===== config.mk =====
export PLATFORM = sky130hd
export DESIGN_NAME = multiplier_signed_booth_seq
export DESIGN_NICKNAME = d
export VERILOG_FILES = /design/src/rtl/multiplier_pkg.sv /design/src/rtl/booth_r4_encoder.sv /design/src/rtl/multiplier_signed_booth_seq.sv
export SDC_FILE = /design/constraint.sdc
export NUM_CORES = 1
export LEC_CHECK = 0
export BUFFER_PORTS_ARGS = -buffer_cell sky130_fd_sc_hd__buf_2
export CORE_UTILIZATION = 60
export CTS_CLUSTER_SIZE = 24
export DETAILED_ROUTE_END_ITERATION = 8
export PLACE_DENSITY_LB_ADDON = 0.2
export SLEW_MARGIN = 20
export SYNTH_ARGS = -nofsm -noshare
export SYNTH_HDL_FRONTEND = slang
export SYNTH_SLANG_ARGS = --single-unit

===== constraint.sdc =====
create_clock -name clk -period 10.8 [get_ports clk]
set_input_delay 1.08 -clock clk [delete_from_list [all_inputs] [get_ports clk]]
set_output_delay 1.08 -clock clk [all_outputs]
set_load 0.01 [all_outputs]

===== src/rtl/multiplier_pkg.sv =====
// Shared types and helpers for the sequential Booth multiplier family.
// Holds FSM state encoding, radix-4 Booth digit flags and the iteration count helper.
package multiplier_pkg;

  localparam logic [1:0] ST_IDLE = 2'b00;
  localparam logic [1:0] ST_CALC = 2'b01;
  localparam logic [1:0] ST_DONE = 2'b10;

  typedef enum logic [1:0] {
    IDLE = ST_IDLE,
    CALC = ST_CALC,
    DONE = ST_DONE
  } mult_state_e;

  // Booth digit as sign plus magnitude selects; all-zero flags encode digit 0.
  typedef struct packed {
    logic neg;
    logic x1;
    logic x2;
  } booth_digit_t;

  function automatic int booth_iters(input int width);
    return (width / 2) + 1;
  endfunction

endpackage


===== src/rtl/booth_r4_encoder.sv =====
// Radix-4 Booth recoder: maps a 3-bit multiplier window to {neg, x1, x2}.
// Purely combinational so it can be replicated in a parallel array.
module booth_r4_encoder
  import multiplier_pkg::*;
(
  input  logic [2:0]   win,
  output booth_digit_t dig
);

  // Window-to-digit table; 3'b111 and 3'b000 both yield digit 0 with neg cleared.
  always_comb begin
    dig = '{neg: 1'b0, x1: 1'b0, x2: 1'b0};
    case (win)
      3'b000: dig = '{neg: 1'b0, x1: 1'b0, x2: 1'b0};
      3'b001: dig = '{neg: 1'b0, x1: 1'b1, x2: 1'b0};
      3'b010: dig = '{neg: 1'b0, x1: 1'b1, x2: 1'b0};
      3'b011: dig = '{neg: 1'b0, x1: 1'b0, x2: 1'b1};
      3'b100: dig = '{neg: 1'b1, x1: 1'b0, x2: 1'b1};
      3'b101: dig = '{neg: 1'b1, x1: 1'b1, x2: 1'b0};
      3'b110: dig = '{neg: 1'b1, x1: 1'b1, x2: 1'b0};
      3'b111: dig = '{neg: 1'b0, x1: 1'b0, x2: 1'b0};
      default: dig = '{neg: 1'b0, x1: 1'b0, x2: 1'b0};
    endcase
  end

endmodule


===== src/rtl/multiplier_signed_booth_seq.sv =====
// Sequential radix-4 Booth multiplier, signed or unsigned operands, two multiplier bits per cycle.
// Multiplicand is pre-shifted left each step so the accumulator only ever adds aligned partials.
module multiplier_signed_booth_seq
  import multiplier_pkg::*;
#(
  parameter int WIDTH = 8
) (
  input  logic               clk,
  input  logic               rstn,
  input  logic               in_valid,
  output logic               in_ready,
  input  logic [WIDTH-1:0]   a,
  input  logic [WIDTH-1:0]   b,
  input  logic               sgn,
  output logic               out_valid,
  input  logic               out_ready,
  output logic [2*WIDTH-1:0] q
);

  localparam int N     = booth_iters(WIDTH);
  localparam int CNT_W = $clog2(N + 1);
  localparam int EXT_W = WIDTH + 2;
  localparam int ACC_W = 2 * WIDTH + 4;

  if (((WIDTH % 2) != 0) || (WIDTH < 4)) begin : g_width_check
    $error("multiplier_signed_booth_seq: WIDTH must be even and >= 4");
  end

  mult_state_e        state_r;
  logic [CNT_W-1:0]   cnt_r;
  logic [ACC_W-1:0]   acc_r;
  logic [ACC_W-1:0]   mcand_r;
  logic [EXT_W-1:0]   mplr_r;
  logic               prev_r;
  logic [2*WIDTH-1:0] q_r;
  logic               out_valid_r;

  logic [EXT_W-1:0]   a_ext_s;
  logic [EXT_W-1:0]   b_ext_s;
  logic [2:0]         win_s;
  booth_digit_t       dig_s;
  logic [ACC_W-1:0]   pp_mag_s;
  logic [ACC_W-1:0]   pp_s;
  logic [ACC_W-1:0]   acc_next_s;
  logic               accept_s;
  logic               last_s;

  assign in_ready  = (state_r == IDLE);
  assign out_valid = out_valid_r;
  assign q         = q_r;

  assign accept_s = in_valid && (state_r == IDLE);
  assign last_s   = (cnt_r == CNT_W'(N - 1));
  assign win_s    = {mplr_r[1], mplr_r[0], prev_r};

  booth_r4_encoder u_enc (
    .win (win_s),
    .dig (dig_s)
  );

  // Operand extension into the signed Booth range.
  always_comb begin
    a_ext_s = {2'b00, a};
    b_ext_s = {2'b00, b};
    if (sgn) begin
      a_ext_s = {{2{a[WIDTH-1]}}, a};
      b_ext_s = {{2{b[WIDTH-1]}}, b};
    end else begin
      a_ext_s = {2'b00, a};
      b_ext_s = {2'b00, b};
    end
  end

  // Partial product select, conditional two's-complement negate, accumulate.
  always_comb begin
    pp_mag_s = {ACC_W{1'b0}};
    if (dig_s.x1) begin
      pp_mag_s = mcand_r;
    end else if (dig_s.x2) begin
      pp_mag_s = {mcand_r[ACC_W-2:0], 1'b0};
    end else begin
      pp_mag_s = {ACC_W{1'b0}};
    end
    if (dig_s.neg) begin
      pp_s = ~pp_mag_s + {{(ACC_W-1){1'b0}}, 1'b1};
    end else begin
      pp_s = pp_mag_s;
    end
    acc_next_s = acc_r + pp_s;
  end

  // Control FSM and datapath registers.
  always_ff @(posedge clk or negedge rstn) begin
    if (!rstn) begin
      state_r     <= IDLE;
      cnt_r       <= {CNT_W{1'b0}};
      acc_r       <= {ACC_W{1'b0}};
      mcand_r     <= {ACC_W{1'b0}};
      mplr_r      <= {EXT_W{1'b0}};
      prev_r      <= 1'b0;
      q_r         <= {(2*WIDTH){1'b0}};
      out_valid_r <= 1'b0;
    end else begin
      case (state_r)
        IDLE: begin
          if (accept_s) begin
            mcand_r <= {{(ACC_W-EXT_W){a_ext_s[EXT_W-1]}}, a_ext_s};
            mplr_r  <= b_ext_s;
            prev_r  <= 1'b0;
            acc_r   <= {ACC_W{1'b0}};
            cnt_r   <= {CNT_W{1'b0}};
            state_r <= CALC;
          end
        end
        CALC: begin
          acc_r   <= acc_next_s;
          mcand_r <= {mcand_r[ACC_W-3:0], 2'b00};
          mplr_r  <= {2'b00, mplr_r[EXT_W-1:2]};
          prev_r  <= mplr_r[1];
          cnt_r   <= cnt_r + {{(CNT_W-1){1'b0}}, 1'b1};
          if (last_s) begin
            q_r         <= acc_next_s[2*WIDTH-1:0];
            out_valid_r <= 1'b1;
            state_r     <= DONE;
          end
        end
        DONE: begin
          if (out_ready) begin
            out_valid_r <= 1'b0;
            state_r     <= IDLE;
          end
        end
        default: begin
          out_valid_r <= 1'b0;
          state_r     <= IDLE;
        end
      endcase
    end
  end

endmodule


==> impl_metrics.csv, run 1 <==
group,metric,value,unit
floorplanning,num_rows,29,
setup_path,ff2ff_path_depth,20,
setup_path,crit_chain,"inv_1 -> ha_1 -> mux2_2 -> nand2_1 -> nor2_1 -> a21oi_1 -> ha_1 -> inv_1 -> a221o_1 -> or4_4 -> a21o_1 -> o31ai_1 -> xor2_1 -> ha_1 -> a21o_1 -> a21oi_1 -> nor2b_1 -> a211oi_1 -> xor2_1 -> o21ai_0",
setup_path,r2r_end,"acc_r[15]$_DFFE_PN0P_",
global_routing,grt_pass1_vias,3340,
pwr,ir_drop,0.176,mV
global_routing,grt_max_degree,65,
synth,synth.cell_area,4090,µm²
setup_path,crit_top_cell,"ha_1",
synth,postSynthCellCount,460,
synth,syn_nets,505,
global_routing,grt_overflow,0,
detailed_routing,firstDrtPassIters,9,
synth,yosys.area.top_type,"dfrtp_1",
clock_tree,clk_pin_slew_worst_paths,80,ps
clock_tree,cts_setup_buffers,0,
synth,synth_edf_count,0,
sta,tightest_slew,800,ps
global_routing,grt_pass1_wl,16000,µm
setup_path,crit_arrival,4810,ps
synth,synth-async-reset-ratio,1.00,
flow_run,maxCapViolations,0,
synth,synthMuxAreaShare,0.0279,
synth,synthAdderAreaFrac,0.0753,
floorplanning,core_area,6460,µm²
finish,drive_gt1_frac,0.151,
detailed_routing,via_per_inst,6.28,
sta,period_share,0.426,
setup_path,crit_cells,20,
synth,yosysTopAreaCellShare,0.392,
sta,setup-tns-final,0,ps
sta,finalHoldViolCount,0,
sta,slew_viol_final,0,
clock_tree,cts_buffers,9,
setup_path,setup.worst_path.class,"reg2reg",
floorplanning,die-width,84.5,µm
detailed_routing,routedWlPerCell,16.8,µm
setup_path,worstPathRequired,11000,ps
setup_path,critical_path_buf_inv_count,2,
setup_path,path_delay_family,"compound AO/OA/AOI/OAI gates",
pwr,p_sw,0.000742,W
clock_tree,insertion_delay,350,ps
floorplanning,pin_count,39,
clock_tree,tritoncts,"built",
detailed_routing,wl,9500,µm
global_routing,antenna_found_initial,0,
run_status,violations,"DRC",
worst_hold_path,whs_endpoint,"q[3]$_DFFE_PN0P_",
pwr,p_comb_frac,0.588,
synth,synth_cell_types,50,
sta,fin_crit,4600,ps
synth,synth-xor-area-share,0.0579,
pwr,leakagePower,2.07,nW
place,place_congestion,0.927,
finish,nFillCells,524,
clock_tree,cts_sinks,64,
synth,ys_ff_latch,64,
worst_hold_path,min-delay-start,"q[3]$_DFFE_PN0P_",
synth,synth_compound_area_frac,0.250,
clock_tree,clockBufferDepth,2,
worst_hold_path,hold_class,"reg2reg",
floorplanning,start_util,0.633,
run_status,outcome,"complete, but fails checks",
clock_tree,htreeDepth,3,
finish,area_delta_synth_final,10.1,%
synth,synth-simple-area-share,0.156,
setup_path,setup.worst_path.start,"mplr_r[0]$_DFFE_PN0P_",
synth,yosysWarnings,0,
pwr,p_total,0.00158,W
synth,synth_top_family_by_area,"compound AO/OA/AOI/OAI gates",
finish,final_net_count,529,
finish,fin_util,0.697,
global_routing,grt_use_total,0.284,
detailed_routing,via_count,3556,
worst_hold_path,hold_depth,2,
clock_tree,clockRootBuffer,"clkbuf_8",
sta,fin_skew,12.6,ps
setup_path,cpPeakStageDelay,520,ps
synth,synth_area_leaders,"dfrtp_1 (39%), ha_1 (7.0%), o21ai_0 (6.2%)",
setup_path,cp-start-kind,"flip-flop",
sta,max_slew_margin,0.467,
setup_path,r2r-start,"mplr_r[0]$_DFFE_PN0P_",
place,dp_slack,6280,ps
pwr,power_frac_seq,0.281,
sta,setup_violations,0,
synth,seq_area_frac_synth,0.392,
setup_path,crit_fanout,13,
place,port_buffers,38,
pwr,p_clk_frac,0.131,
finish,insertedDiodeCount,0,
clock_tree,cts_resized,0,
floorplanning,dieHeight,84.5,µm
pwr,pwr_density_cell,351,nW/µm²
setup_path,reg2reg_slack,6200,ps
sta,rsz0062_at_grt,"false",
detailed_routing,drc,4,
pwr,switching_share,0.470,
floorplanning,dieArea,7140,µm²
setup_path,cp-end-kind,"flip-flop",
finish,regArea,1600,µm²
finish,multi_input_area,2320,µm²
synth,synthFlopType,"dfrtp_1",
pwr,p_int,0.000837,W
detailed_routing,drtAntennaViolNets,0,
synth,avgSynthCellArea,8.88,µm²
detailed_routing,drt_iter0_drc,226,
clock_tree,holdBufCountCts,0,
setup_path,cpMaxStageDelayCell,"or4_4",
sta,fmax,217,MHz
sta,setup_ws,6200,ps
place,place_hpwl,6470,µm
[cell usage in the layout, fill, tap and decap left out, types with 3 or more instances in the layout]
cell	Yosys	routed
dfrtp_1	64	64
nand2_1	58	58
o21ai_0	51	51
buf_2	1	38
a21oi_1	33	33
nor2_1	23	23
ha_1	23	23
xnor2_1	16	16
a22o_1	16	16
a22oi_1	15	15
inv_1	14	14
xor2_1	11	11
a221o_1	9	9
clkbuf_8	0	9
mux2_2	8	8
nand3_1	8	8
nor3b_1	8	8
nand2b_1	6	6
o21a_1	6	6
o31ai_1	5	5
nor3_1	5	5
buf_4	0	5
nor2b_1	5	4
or3_1	4	4
and3_1	4	4
a31oi_1	4	4
a21o_1	3	3
a211oi_1	3	3
nand4_1	3	3
[flip-flops by register name, summed over array words and instances (netlist names)]
register / cells
acc_r: 16
mcand_r: 16
q: 16
mplr_r: 9
cnt_r: 3
state_r: 2
out_valid: 1
prev_r: 1
[cells in the mapped netlist (11+ instances only)]
| cell type | number |
|---|---|
| dfrtp_1 | 64 |
| nand2_1 | 58 |
| o21ai_0 | 51 |
| a21oi_1 | 33 |
| clkbuf_1 | 23 |
| ha_1 | 23 |
| nor2_1 | 23 |
| a22o_1 | 16 |
| xnor2_1 | 16 |
| a22oi_1 | 15 |
| inv_1 | 14 |
| xor2_1 | 11 |
[how the worst max path moves through the flow]
| stage | endpoint | slack, ps |
|---|---|---|
| after CTS | q[15]$_DFFE_PN0P_ | 6240 |
| after global placement | q[13]$_DFFE_PN0P_ | 6400 |
| final | acc_r[15]$_DFFE_PN0P_ | 6200 |
| after floorplan | acc_r[15]$_DFFE_PN0P_ | 6220 |
| after global routing | q[15]$_DFFE_PN0P_ | 5810 |
| after detailed placement | acc_r[15]$_DFFE_PN0P_ | 6280 |
[cells by family (layout without fill, tap and decap cells)]
| kind of cell | count (synthesis) | count (layout) |
|---|---|---|
| XOR/XNOR | 27 | 27 |
| buffers and inverters | 45 | 74 |
| AND/OR/NAND/NOR | 133 | 133 |
| flip-flops | 64 | 64 |
| AO/OA/AOI/OAI | 157 | 157 |
| multiplexers | 10 | 10 |
| adder cells (fa/ha/maj) | 24 | 24 |
[worst min-delay path: stages (launching register included)]
cell	delay [ps]
dfrtp_1	340
nand2_1	50
nand2_1	50
[through the flow]
step / instance area (µm²) / cells / hold WS (ps)
after global routing: 4500 / 566 / 512
after CTS: 4500 / 566 / 479
final: 4500 / 566 / 473
after floorplan: 4090 / 460 / 455
after global placement: 4300 / 550 / 454
after detailed placement: 4300 / 550 / 459
[metal layers]
layer,vias up,global-route usage,routed length (µm)
li1,1713,-,-
met1,1699,0.388,4320
met2,118,0.452,4500
met3,26,0.0472,467
met4,0,0.119,221
met5,-,0,0
[power by group through the flow]
stage          logic [W]  registers (W)  clock network, W
2_1_floorplan   0.000720       0.000419                 0
3_3_place_gp    0.000874       0.000439                 0
3_5_place_dp    0.000909       0.000446                 0
4_1_cts         0.000919       0.000442          0.000209
5_1_grt          0.00103       0.000459          0.000216
6_report        0.000929       0.000443          0.000207
[cell type report]
| cell class | instances | share of cell area |
|---|---|---|
| repair buffers | 43 | 0.0506 |
| clock inverters | 7 | 0.0161 |
| well taps | 77 | 0.0214 |
| multi-input cells | 351 | 0.516 |
| inverters | 15 | 0.0125 |
| clock buffers | 9 | 0.0275 |
| flip-flops and latches | 64 | 0.356 |
(Power assumes the default switching activity.)
==> run 2: changes to the inputs <==
--- a/config.mk
+++ b/config.mk
@@ -5,8 +5,9 @@
 export SDC_FILE = /design/constraint.sdc
 export NUM_CORES = 1
 export LEC_CHECK = 0
+export ABC_AREA = 1
 export BUFFER_PORTS_ARGS = -buffer_cell sky130_fd_sc_hd__buf_2
-export CORE_UTILIZATION = 60
+export CORE_UTILIZATION = 54
 export CTS_CLUSTER_SIZE = 24
 export DETAILED_ROUTE_END_ITERATION = 8
 export PLACE_DENSITY_LB_ADDON = 0.2
==> constraint.sdc (replaced) <==
create_clock -name clk -period 4.2 [get_ports clk]
set_input_delay 0.42 -clock clk [delete_from_list [all_inputs] [get_ports clk]]
set_output_delay 0.42 -clock clk [all_outputs]
set_load 0.01 [all_outputs]
==> impl_metrics.csv, run 2 <==
group,metric,value,unit
clock_tree,cts_sinks,64,
synth,yosys.area.top_type,"dfrtp_1",
place,place_congestion,0.818,
finish,final_common_cell,"nand2_1",
setup_path,crit_chain,"inv_1 -> ha_1 -> buf_4 -> nand2_1 -> nand2_2 -> inv_2 -> ha_1 -> nand3b_4 -> nor2_2 -> nand3_2 -> nand2_1 -> xor2_1 -> ha_1 -> nand2_1 -> a21oi_1 -> nor3_1 -> nand3_1 -> a21o_1 -> or2_2 -> nand3_1 -> nand2_1",
place,port_buffers,38,
detailed_routing,wl_met2,4040,µm
synth,yosysWarnings,0,
setup_path,cp-end-kind,"flip-flop",
detailed_routing,wl_met3,281,µm
global_routing,grt_overflow,0,
clock_tree,cts_buffers,9,
worst_hold_path,hold_class,"in2async",
detailed_routing,wl,8660,µm
synth,synth.cell_area,4050,µm²
synth,avgSynthCellArea,7.83,µm²
global_routing,antenna_found_initial,0,
setup_path,crit_fanout,26,
finish,fin_util,0.625,
global_routing,grt_pass1_wl,14800,µm
synth,seq_area_frac_synth,0.395,
finish,insertedDiodeCount,0,
setup_path,path_delay_family,"simple AND/OR/NAND/NOR gates",
sta,fin_crit,3690,ps
setup_path,crit_arrival,3920,ps
detailed_routing,via_count,3417,
synth,yosysTopAreaCellShare,0.395,
floorplanning,dieHeight,88.6,µm
setup_path,cpPeakStageDelay,370,ps
sta,max_slew_margin,0.433,
clock_tree,cts_setup_buffers,0,
finish,drive_gt1_frac,0.170,
detailed_routing,maxUsedRoutingLayer,"met4",
setup_path,worstPathRequired,4430,ps
finish,nFillCells,646,
detailed_routing,via_per_inst,5.19,
global_routing,grt_use_total,0.246,
detailed_routing,firstDrtPassIters,4,
finish,final_net_count,599,
floorplanning,num_rows,31,
setup_path,crit_top_cell,"nand2_1",
sta,setup-tns-final,0,ps
flow_run,maxCapViolations,0,
setup_path,cpMaxStageDelayCell,"dfrtp_1",
clock_tree,clk_pin_slew_worst_paths,80,ps
sta,setup_violations,0,
clock_tree,htreeDepth,3,
finish,finalInstanceArea,4540,µm²
sta,fmax,271,MHz
synth,synthFlopType,"dfrtp_1",
synth,syn_nets,562,
sta,period_share,0.879,
sta,fin_skew,10.6,ps
setup_path,setup.worst_path.class,"reg2reg",
clock_tree,cts_resized,0,
synth,synth-async-reset-ratio,1.00,
setup_path,critical_path_buf_inv_count,3,
clock_tree,holdBufCountCts,0,
sta,hold_slack,244,ps
finish,most-common-layout-cells,"nand2_1 (130), dfrtp_1 (64), inv_1 (51), nor2_1 (42), o21ai_0 (41)",
floorplanning,pin_count,39,
run_status,outcome,"finished, final reports clean",
finish,area_delta_synth_final,12.0,%
sta,rsz0062_at_grt,"false",
place,dpl-instance-area,4320,µm²
detailed_routing,drt_iter0_drc,153,
synth,synth_cell_types,43,
global_routing,grt_max_degree,65,
floorplanning,dieArea,7850,µm²
synth,synth_area_leaders,"dfrtp_1 (40%), nand2_1 (12%), ha_1 (7.1%)",
synth,synth_edf_count,0,
detailed_routing,met1_length,4180,µm
clock_tree,clockRootBuffer,"clkbuf_8",
detailed_routing,routedWlPerCell,13.2,µm
sta,slew_viol_final,0,
setup_path,cp-start-kind,"flip-flop",
synth,synth_most_common_cell,"nand2_1",
detailed_routing,drtAntennaViolNets,0,
clock_tree,tritoncts,"built",
synth,netlist_top_cells_count,"nand2_1 (130), dfrtp_1 (64), inv_1 (51)",
sta,tightest_slew,850,ps
floorplanning,start_util,0.558,
global_routing,grt_pass1_vias,3243,
detailed_routing,drc,0,
synth,ys_ff_latch,64,
place,place_hpwl,6200,µm
sta,finalHoldViolCount,0,
floorplanning,die-width,88.6,µm
clock_tree,clockBufferDepth,2,
floorplanning,core_area,7250,µm²
clock_tree,insertion_delay,350,ps
synth,postSynthCellCount,517,
[run 2: cell count changes in the layout (fill, tap and decap cells not counted), sizes merged, moves of 6 or more]
| cell | previous run | this run |
|---|---|---|
| o221ai | 0 | 6 |
| a22o | 16 | 1 |
| nand3 | 8 | 27 |
| a22oi | 15 | 1 |
| a21oi | 33 | 25 |
| xnor2 | 16 | 9 |
| nand2 | 58 | 144 |
| nand2b | 6 | 0 |
| o21a | 6 | 0 |
| inv | 14 | 57 |
| nor3b | 8 | 0 |
| a221o | 9 | 0 |
| nor2 | 24 | 50 |
| mux2 | 8 | 0 |
[run 2: metal layers]
metal	up-vias	track usage
met5	-	0
met4	0	0.0865
met3	16	0.0532
met2	73	0.413
met1	1575	0.313
li1	1753	-
[run 2: final timing paths]
| path | startpoint | endpoint | slack (ps) | cells after the start |
|---|---|---|---|---|
| worst max-delay path | mplr_r[0]$_DFFE_PN0P_ | acc_r[13]$_DFFE_PN0P_ | 510 | 21 |
| worst min register to register | q[2]$_DFFE_PN0P_ | q[2]$_DFFE_PN0P_ | 470 | 2 |
| worst min-delay path | rstn | q[4]$_DFFE_PN0P_ | 240 | 2 |
| max in group asynchronous | rstn | q[0]$_DFFE_PN0P_ | 3370 | 2 |
| worst max register to register | mplr_r[0]$_DFFE_PN0P_ | acc_r[13]$_DFFE_PN0P_ | 510 | 21 |
| min in group clk | b[6] | mplr_r[6]$_DFFE_PN0P_ | 290 | 3 |
[run 2: per-stage QoR]
step,worst slack (ps),std cells
finish,509,658
floorplan,882,517
global placement,744,642
global route,181,658
CTS,510,658
detailed placement,537,642
[run 2: layout make-up]
type                       count  area [µm²]  share of cell area
sequential                    64        1600               0.353
tap                           99         124              0.0273
clock buffer                   9         124              0.0273
inverter                      56         210              0.0463
multi-input combinational    379        2150               0.473
clock inverter                 7        95.1              0.0210
timing repair buffer          44         235              0.0518
[run 2: kinds of logic after synthesis]
| family | Yosys count | synth area share |
|---|---|---|
| adders and majority gates | 24 | 0.0760 |
| buffers and inverters | 74 | 0.0751 |
| AOI/OAI and AO/OA | 101 | 0.146 |
| DFF | 64 | 0.395 |
| and+or+nand+nor | 232 | 0.260 |
| xor gates and xnor gates | 22 | 0.0476 |
Power of run 2 is left out: the tool's default activity adds up to more than one toggle a clock period on the data nets, which glitch-free logic cannot reach.
==> run 3: changes to the inputs <==
--- a/config.mk
+++ b/config.mk
@@ -7,7 +7,7 @@
 export LEC_CHECK = 0
 export ABC_AREA = 1
 export BUFFER_PORTS_ARGS = -buffer_cell sky130_fd_sc_hd__buf_2
-export CORE_UTILIZATION = 54
+export CORE_UTILIZATION = 60
 export CTS_CLUSTER_SIZE = 24
 export DETAILED_ROUTE_END_ITERATION = 8
 export PLACE_DENSITY_LB_ADDON = 0.2
==> constraint.sdc (replaced) <==
create_clock -name clk -period 4.5 [get_ports clk]
set_input_delay 0.45 -clock clk [delete_from_list [all_inputs] [get_ports clk]]
set_output_delay 0.45 -clock clk [all_outputs]
set_load 0.01 [all_outputs]
==> impl_metrics.csv, run 3 (synthesis results as in run 2) <==
group,metric,value,unit
finish,most-common-layout-cells,"nand2_1 (130), dfrtp_1 (64), inv_1 (51), nor2_1 (42), o21ai_0 (41)",
clock_tree,clk_pin_slew_worst_paths,70,ps
setup_path,crit_chain,"inv_1 -> ha_1 -> nor2_1 -> nand2_2 -> nand2_2 -> inv_2 -> ha_1 -> nand3b_4 -> o31ai_1 -> xnor2_1 -> ha_1 -> a21oi_1 -> o21ai_0 -> nand2_1 -> nand3_1 -> a21o_1 -> or2_2 -> nand3_1 -> nand2_1",
global_routing,grt_pass1_vias,3341,
clock_tree,cts_resized,0,
floorplanning,die-width,84.2,µm
sta,finalHoldViolCount,0,
sta,rsz0062_at_grt,"false",
finish,fin_util,0.700,
finish,final_common_cell,"nand2_1",
clock_tree,cts_buffers,9,
sta,fmax,273,MHz
global_routing,grt_use_total,0.271,
setup_path,crit_arrival,3890,ps
setup_path,cpMaxStageDelayCell,"ha_1",
detailed_routing,maxUsedRoutingLayer,"met4",
floorplanning,num_rows,29,
detailed_routing,drtAntennaViolNets,0,
clock_tree,clockBufferDepth,2,
setup_path,crit_fanout,14,
finish,instances_no_fill,635,
finish,area_delta_synth_final,11.0,%
place,place_congestion,0.881,
setup_path,crit_top_cell,"ha_1",
worst_hold_path,hold_class,"in2async",
place,port_buffers,38,
setup_path,setup.worst_path.class,"reg2reg",
finish,final_net_count,599,
sta,fin_crit,3660,ps
sta,max_slew_margin,0.468,
clock_tree,holdBufCountCts,0,
detailed_routing,firstDrtPassIters,7,
detailed_routing,routedWlPerCell,13.5,µm
detailed_routing,wl_met3,314,µm
global_routing,antenna_found_initial,0,
clock_tree,cts_setup_buffers,0,
finish,drive_gt1_frac,0.168,
flow_run,maxCapViolations,0,
run_status,outcome,"complete, but fails checks",
detailed_routing,met1_length,4030,µm
clock_tree,htreeDepth,3,
sta,setup_violations,0,
global_routing,grt_max_degree,65,
floorplanning,pin_count,39,
setup_path,cpPeakStageDelay,530,ps
floorplanning,core_area,6420,µm²
floorplanning,dieArea,7080,µm²
setup_path,critical_path_buf_inv_count,2,
run_status,violations,"DRC",
sta,fin_skew,6.17,ps
setup_path,cp-end-kind,"flip-flop",
sta,period_share,0.814,
clock_tree,insertion_delay,340,ps
detailed_routing,drc,2,
floorplanning,dieHeight,84.2,µm
sta,tightest_slew,798,ps
clock_tree,clockRootBuffer,"clkbuf_8",
clock_tree,cts_sinks,64,
floorplanning,start_util,0.631,
setup_path,cp-start-kind,"flip-flop",
global_routing,grt_pass1_wl,15200,µm
detailed_routing,via_per_inst,5.42,
finish,insertedDiodeCount,0,
detailed_routing,wl_met2,4030,µm
clock_tree,tritoncts,"built",
detailed_routing,wl,8590,µm
sta,setup-tns-final,0,ps
detailed_routing,drt_iter0_drc,156,
detailed_routing,via_count,3442,
setup_path,worstPathRequired,4730,ps
place,placed_cells,620,
place,place_hpwl,6200,µm
sta,slew_viol_final,0,
global_routing,grt_overflow,0,
setup_path,path_delay_family,"adder cells",
==> run 3: cell types whose count changed in the layout (fill, tap and decap cells not counted) <==
| cell | change |
|---|---|
| bufinv_16 | -1 |
| clkbuf_8 | +3 |
| clkinv_4 | -1 |
| clkinvlp_4 | -1 |
| inv_6 | -1 |
==> run 3: worst register-to-register path: stages (launching register included) <==
cell	delay (ps)
dfrtp_1	390
inv_1	90
ha_1	530
nor2_1	120
nand2_2	90
nand2_2	70
inv_2	70
ha_1	200
nand3b_4	100
o31ai_1	240
xnor2_1	180
ha_1	310
a21oi_1	200
o21ai_0	120
nand2_1	90
nand3_1	140
a21o_1	210
or2_2	290
nand3_1	80
nand2_1	50
==> run 3: layout make-up <==
cell class / instances / area, µm²
flip-flops and latches: 64 / 1600
clock buffers: 12 / 165
clock inverters: 3 / 40.0
fillers: 552 / 1930
well taps: 77 / 96.3
multi-input cells: 379 / 2150
inverters: 56 / 210
repair buffers: 44 / 235
==> run 3: final timing paths <==
path	start	endpoint	slack, ps	depth (start not counted)
max in group asynchronous	rstn	acc_r[1]$_DFFE_PN0P_	3690	2
hold reg to reg	q[2]$_DFFE_PN0P_	q[2]$_DFFE_PN0P_	460	2
hold / removal	rstn	q[3]$_DFFE_PN0P_	260	2
min in group clk	a[1]	mcand_r[1]$_DFFE_PN0P_	330	3
setup reg to reg	mplr_r[0]$_DFFE_PN0P_	acc_r[13]$_DFFE_PN0P_	840	19
setup / recovery	mplr_r[0]$_DFFE_PN0P_	acc_r[13]$_DFFE_PN0P_	840	19
==> run 3: metrics by stage <==
step	hold WS, ps	area (µm²)	setup slack, ps
3_5_place_dp	454	4290	854
2_1_floorplan	154	4050	1180
4_1_cts	306	4500	830
6_report	257	4500	836
5_1_grt	333	4500	561
3_3_place_gp	454	4290	1020
==> run 3: layer usage <==
| metal | up-vias | global-route usage |
|---|---|---|
| li1 | 1763 | - |
| met1 | 1581 | 0.359 |
| met2 | 80 | 0.433 |
| met3 | 18 | 0.0619 |
| met4 | 0 | 0.107 |
| met5 | - | 0 |
Power of run 3 is left out for the same reason.
